`src/rtl/irq_pkg.sv`:
```
// Shared definitions for the interrupt source latch: vector width limits,
// the full-width vector type and the per-line trigger-mode encodings.
package irq_pkg;

  // Widest supported request vector.
  localparam int unsigned IRQ_NUM_MAX = 16;

  // Full-width interrupt vector.
  typedef logic [IRQ_NUM_MAX-1:0] irq_vec_t;

  // Per-line trigger-mode encodings as seen on trig_mode_i.
  localparam logic TRIG_LEVEL = 1'b0;
  localparam logic TRIG_EDGE  = 1'b1;

  // Cycles after reset release before the delayed copy of the sampled line
  // holds a genuine sample. Until then edge detection is held off so a line
  // that is already high at release is not mistaken for a fresh edge.
  function automatic logic [1:0] warmup_cycles(input bit sync_en);
    return sync_en ? 2'd3 : 2'd1;
  endfunction

endpackage

```
`src/rtl/irq_sync.sv`:
```
// Two-flop synchronizer for one interrupt line. Both stages clear
// asynchronously on reset so a line never looks high straight out of reset.
module irq_sync (
  input  logic clk_i,
  input  logic rst_ni,
  input  logic d_i,
  output logic q_o
);

  logic meta_q;
  logic sync_q;

  // Shift the raw line through two flops to settle metastability.
  always_ff @(posedge clk_i or negedge rst_ni) begin
    if (!rst_ni) begin
      meta_q <= 1'b0;
      sync_q <= 1'b0;
    end else begin
      meta_q <= d_i;
      sync_q <= meta_q;
    end
  end

  assign q_o = sync_q;

endmodule

```
`src/rtl/irq_source_latch.sv`:
```
// Interrupt source latch: turns raw peripheral interrupt lines into
// registered pending requests for the interrupt controller.
//
// Each line is either level-high (request follows the sampled line) or
// rising-edge (request latches on an edge and is released by the controller's
// service-complete strobe). An edge arriving while the line is still pending
// raises a sticky overrun flag that software clears per line.
//
// Build option IRQ_SYNC_EN: when defined, every line passes through a two-flop
// synchronizer (request appears three cycles after the input rises); when
// undefined the lines are assumed synchronous to clk_i and are used directly
// (request appears one cycle after the input rises).
module irq_source_latch
  import irq_pkg::*;
#(
  parameter int unsigned IRQ_NUM = 16
) (
  input  logic               clk_i,
  input  logic               rst_ni,
  input  logic [IRQ_NUM-1:0] periph_irq_i,
  input  logic [IRQ_NUM-1:0] trig_mode_i,
  input  logic [IRQ_NUM-1:0] irq_ret_i,
  input  logic [IRQ_NUM-1:0] overrun_clr_i,
  output logic [IRQ_NUM-1:0] irq_req_o,
  output logic [IRQ_NUM-1:0] overrun_o
);

`ifdef IRQ_SYNC_EN
  localparam logic [1:0] WARMUP = warmup_cycles(1'b1);
`else
  localparam logic [1:0] WARMUP = warmup_cycles(1'b0);
`endif

  logic [IRQ_NUM-1:0] line_s;
  logic [IRQ_NUM-1:0] prev_q,    prev_d;
  logic [IRQ_NUM-1:0] pending_q, pending_d;
  logic [IRQ_NUM-1:0] overrun_q, overrun_d;
  logic [IRQ_NUM-1:0] edge_det;
  logic [1:0]         warm_q,    warm_d;
  logic               armed;

`ifdef IRQ_SYNC_EN
  for (genvar g = 0; g < int'(IRQ_NUM); g++) begin : g_sync
    irq_sync u_sync (
      .clk_i  (clk_i),
      .rst_ni (rst_ni),
      .d_i    (periph_irq_i[g]),
      .q_o    (line_s[g])
    );
  end
`else
  assign line_s = periph_irq_i;
`endif

  // Down-count the post-reset warm-up; edges are honoured once it reaches zero.
  always_comb begin
    warm_d = warm_q;
    if (warm_q != 2'd0) begin
      warm_d = warm_q - 2'd1;
    end
  end

  assign armed    = (warm_q == 2'd0);
  assign prev_d   = line_s;
  assign edge_det = line_s & ~prev_q & {IRQ_NUM{armed}};

  // Per-line pending and overrun next-state according to the trigger mode.
  always_comb begin
    pending_d = pending_q;
    overrun_d = overrun_q;
    for (int n = 0; n < int'(IRQ_NUM); n++) begin
      if (trig_mode_i[n] == TRIG_EDGE) begin
        // A new edge wins over a simultaneous service-complete strobe.
        pending_d[n] = edge_det[n] | (pending_q[n] & ~irq_ret_i[n]);
        overrun_d[n] = (overrun_q[n] & ~overrun_clr_i[n])
                     | (edge_det[n] & pending_q[n] & ~irq_ret_i[n]);
      end else begin
        pending_d[n] = line_s[n];
        overrun_d[n] = overrun_q[n] & ~overrun_clr_i[n];
      end
    end
  end

  // State registers; reset clears every line and restarts the warm-up.
  always_ff @(posedge clk_i or negedge rst_ni) begin
    if (!rst_ni) begin
      prev_q    <= '0;
      pending_q <= '0;
      overrun_q <= '0;
      warm_q    <= WARMUP;
    end else begin
      prev_q    <= prev_d;
      pending_q <= pending_d;
      overrun_q <= overrun_d;
      warm_q    <= warm_d;
    end
  end

  assign irq_req_o = pending_q;
  assign overrun_o = overrun_q;

endmodule

```
`config.mk`:
```
export PLATFORM = sky130hd
export DESIGN_NAME = irq_source_latch
export DESIGN_NICKNAME = d
export VERILOG_FILES = /design/src/rtl/irq_pkg.sv /design/src/rtl/irq_sync.sv /design/src/rtl/irq_source_latch.sv
export SDC_FILE = /design/constraint.sdc
export NUM_CORES = 1
export LEC_CHECK = 0
export ABC_AREA = 0
export CORE_ASPECT_RATIO = 1.75
export CORE_UTILIZATION = 40
export CTS_BUF_LIST = sky130_fd_sc_hd__clkbuf_8 sky130_fd_sc_hd__clkbuf_16
export DETAILED_ROUTE_END_ITERATION = 16
export GPL_ROUTABILITY_DRIVEN = 1
export PLACE_DENSITY_LB_ADDON = 0.12
export SLEW_MARGIN = 20
export SYNTH_ARGS = -nofsm -noshare
export SYNTH_HDL_FRONTEND = slang
export SYNTH_HIERARCHICAL = 1
export SYNTH_SLANG_ARGS = --single-unit
```
`constraint.sdc`:
```
create_clock -name clk_i -period 1.7 [get_ports clk_i]
set_input_delay 0.17 -clock clk_i [delete_from_list [all_inputs] [get_ports clk_i]]
set_output_delay 0.17 -clock clk_i [all_outputs]
set_load 0.005 [all_outputs]
```
==> results.sh <==
export IMPL_outcome="finished, final reports clean"
export IMPL_cts_resized_gates=0
export IMPL_cts_hold_buf=1
export IMPL_finalHoldViolCount=0
export IMPL_yosysUniqueCellTypes=17
export IMPL_grt_setup_unrepaired="false"
export IMPL_tightest_slew_ns=0.450
export IMPL_area_growth_pct=56.9
export IMPL_wl_met2_um=2230
export IMPL_max_vdd_ir_drop_mv=0.562
export IMPL_synth_top_area_share_pct=62.3
export IMPL_grt_max_degree=21
export IMPL_period_share_pct=84.4
export IMPL_crit_path_cell_trace="inv_1 > ha_1 > inv_2 > o21ai_0 > a21o_1"
export IMPL_cts_max_level=2
export IMPL_fin_skew_ns=0.00594
export IMPL_syn_avg_cell_area_um2=12.5
export IMPL_dr_first_iter_drc_count=11
export IMPL_synth_area_leaders="dfrtp_1, o21ai_0, and3b_1, nand4b_1, a21o_1"
export IMPL_cts_tree="built"
export IMPL_fin_tns_setup_ns=0
export IMPL_grt_usage_pct=17.1
export IMPL_seq_area_um2=1250
export IMPL_clockBufferDepth=2
export IMPL_multiInputGateArea_um2=608
export IMPL_leakagePower_uw=0.00139
export IMPL_antenna_left=0
export IMPL_design_core_area_um2=4710
export IMPL_num_vias=1571
export IMPL_slowest_stage="dfstp_2"
export IMPL_fmax_mhz=697
export IMPL_endpoint_kind="flip-flop"
export IMPL_top_layer="met4"
export IMPL_drc=0
export IMPL_first_pass_iters=4
export IMPL_clock_latency_ns=0.30
export IMPL_min_path_type="in2async"
export IMPL_setup_viol=0
export IMPL_dieArea_um2=5220
export IMPL_antenna_cells=0
export IMPL_gp_congestion=0.703
export IMPL_grt_pass1_wl_um=6310
export IMPL_yosys_area_top_type="dfrtp_1"
export IMPL_routed_wl_um=4300
export IMPL_drive_above_1_share_pct=5.70
export IMPL_cts_sinks=50
export IMPL_path_class="reg2reg"
export IMPL_dp_hpwl_um=3180
export IMPL_syn_area_um2=1970
export IMPL_r2r_start="warm_q[0]$_DFFE_PN1P_"
export IMPL_hold_slack_ns=0.344
export IMPL_cp_required_ns=1.89
export IMPL_yosysWarnings=6
export IMPL_cts_made_buffers=5
export IMPL_grt_overflow_total=0
export IMPL_grt_pass1_vias=1456
export IMPL_ios=98
export IMPL_postCtsSetupRepairBufs=0
export IMPL_max_cap_violations=0
export IMPL_maxSlewHeadroom_pct=70.0
export IMPL_power_per_cell_area_nw_per_um2=754
export IMPL_fillCellCount=402
export IMPL_post_route_min_period_ns=1.43
export IMPL_wl_met3_um=317
export IMPL_synth_seq_cells=50
export IMPL_startpoint="warm_q[0]$_DFFE_PN1P_"
export IMPL_ys_seq_area_share_pct=63.6
export IMPL_arrival_ns=1.63
export IMPL_clkSlewWorstSetupHoldPaths_ns=0.08
export IMPL_cp_max_fo=15
export IMPL_synthCells=157
export IMPL_nets=329
export IMPL_die_w_um=55.0
export IMPL_start_kind="flip-flop"
export IMPL_drt_met1_wl_um=1690
export IMPL_vias_per_cell=4.99
export IMPL_num_rows=33
export IMPL_slowest_delay_ns=0.55
export IMPL_synthesis_nets=224
export IMPL_grt_antenna_before_repair=0
export IMPL_fp_dieH_um=94.8
export IMPL_slew_violations=0
export IMPL_clockRootBuffer="clkbuf_8"
export IMPL_initial_utilization_pct=41.8
export IMPL_portBuffers=97
export IMPL_wl_per_cell_um=13.7
-- synthesized netlist by cell type (all sizes together) --
cell    number
nor2         1
nand2b       1
o21ai       31
dfrtp       49
nand3b       1
a31oi        1
ha           1
a21o        15
xnor2        1
o32ai        1
dfstp        1
inv         20
nand4b      15
nand2        1
buf          3
and3b       15
-- critical path: cells and delay by family, from the launching register on --
kind	cells	cell delay, ns
AO/OA/AOI/OAI	2	0.32
buffers and inverters	2	0.27
flip-flops	1	0.55
adder cells (fa/ha/maj)	1	0.21
-- state kept, by name, summed over array words and instances (netlist names) --
name and cells:
prev_q 16, overrun_o 16, irq_req_o 16, warm_q 2
-- layout by cell type (no fill, tap or decap), types with 3 or more instances in the layout --
master	n
clkbuf_8	6
buf_4	3
clkdlybuf4s50_1	96
o21ai_0	31
nand4b_1	15
and3b_1	15
dfrtp_1	49
a21o_1	15
inv_1	20
-- final timing paths --
check                      slack [ns]  cells after the start                       to
min reg2reg                      0.49                      1    warm_q[0]$_DFFE_PN1P_
max in group asynchronous        0.75                      3  overrun_o[13]$_DFF_PN0_
max                              0.27                      5   irq_req_o[1]$_DFF_PN0_
min                              0.34                      2   overrun_o[4]$_DFF_PN0_
max reg2reg                      0.27                      5   irq_req_o[1]$_DFF_PN0_
min in group clk_i               0.37                      1     prev_q[14]$_DFF_PN0_
-- power by group --
group	internal, uW	switching, uW	leakage [uW]
registers	1250	31.7	0.000621
clock network	322	356	0.0000524
logic	260	108	0.000721
-- cells by family after synthesis --
logic type / count (synthesis) / share of synthesized area [%]
DFF: 50 / 63.6
AOI/OAI and AO/OA: 48 / 14.7
and+or+nand+nor: 34 / 15.1
buffers and inverters: 23 / 5.53
xor gates and xnor gates: 1 / 0.445
adders and majority gates: 1 / 0.635
-- routing by layer --
layer / GRT usage [%] / vias to the layer above
met5: 0 / -
met4: 6.25 / 0
met3: 4.35 / 6
met2: 29.6 / 62
met1: 19.3 / 743
li1: - / 760
-- metrics by stage --
stage	util [%]	instance area (um2)	total power, uW	instances	setup WS, ns
final	65.7	3090	2330	315	0.265
after global routing	65.7	3090	2460	315	0.126
after CTS	65.7	3090	2370	315	0.245
after detailed placement	63.5	2990	1680	306	0.253
after global placement	63.5	2990	1680	306	0.296
after floorplan	-	1970	1380	157	0.392
-- final cells by class --
cell class / count / area share [%]
Clock buffer: 6 / 2.67
Clock inverter: 2 / 0.283
Inverter: 20 / 2.43
Multi-Input combinational cell: 84 / 19.7
Sequential cell: 50 / 40.5
Tap cell: 52 / 2.11
Timing Repair Buffer: 101 / 32.3
No activity file was read; power rests on OpenSTA's default activity.
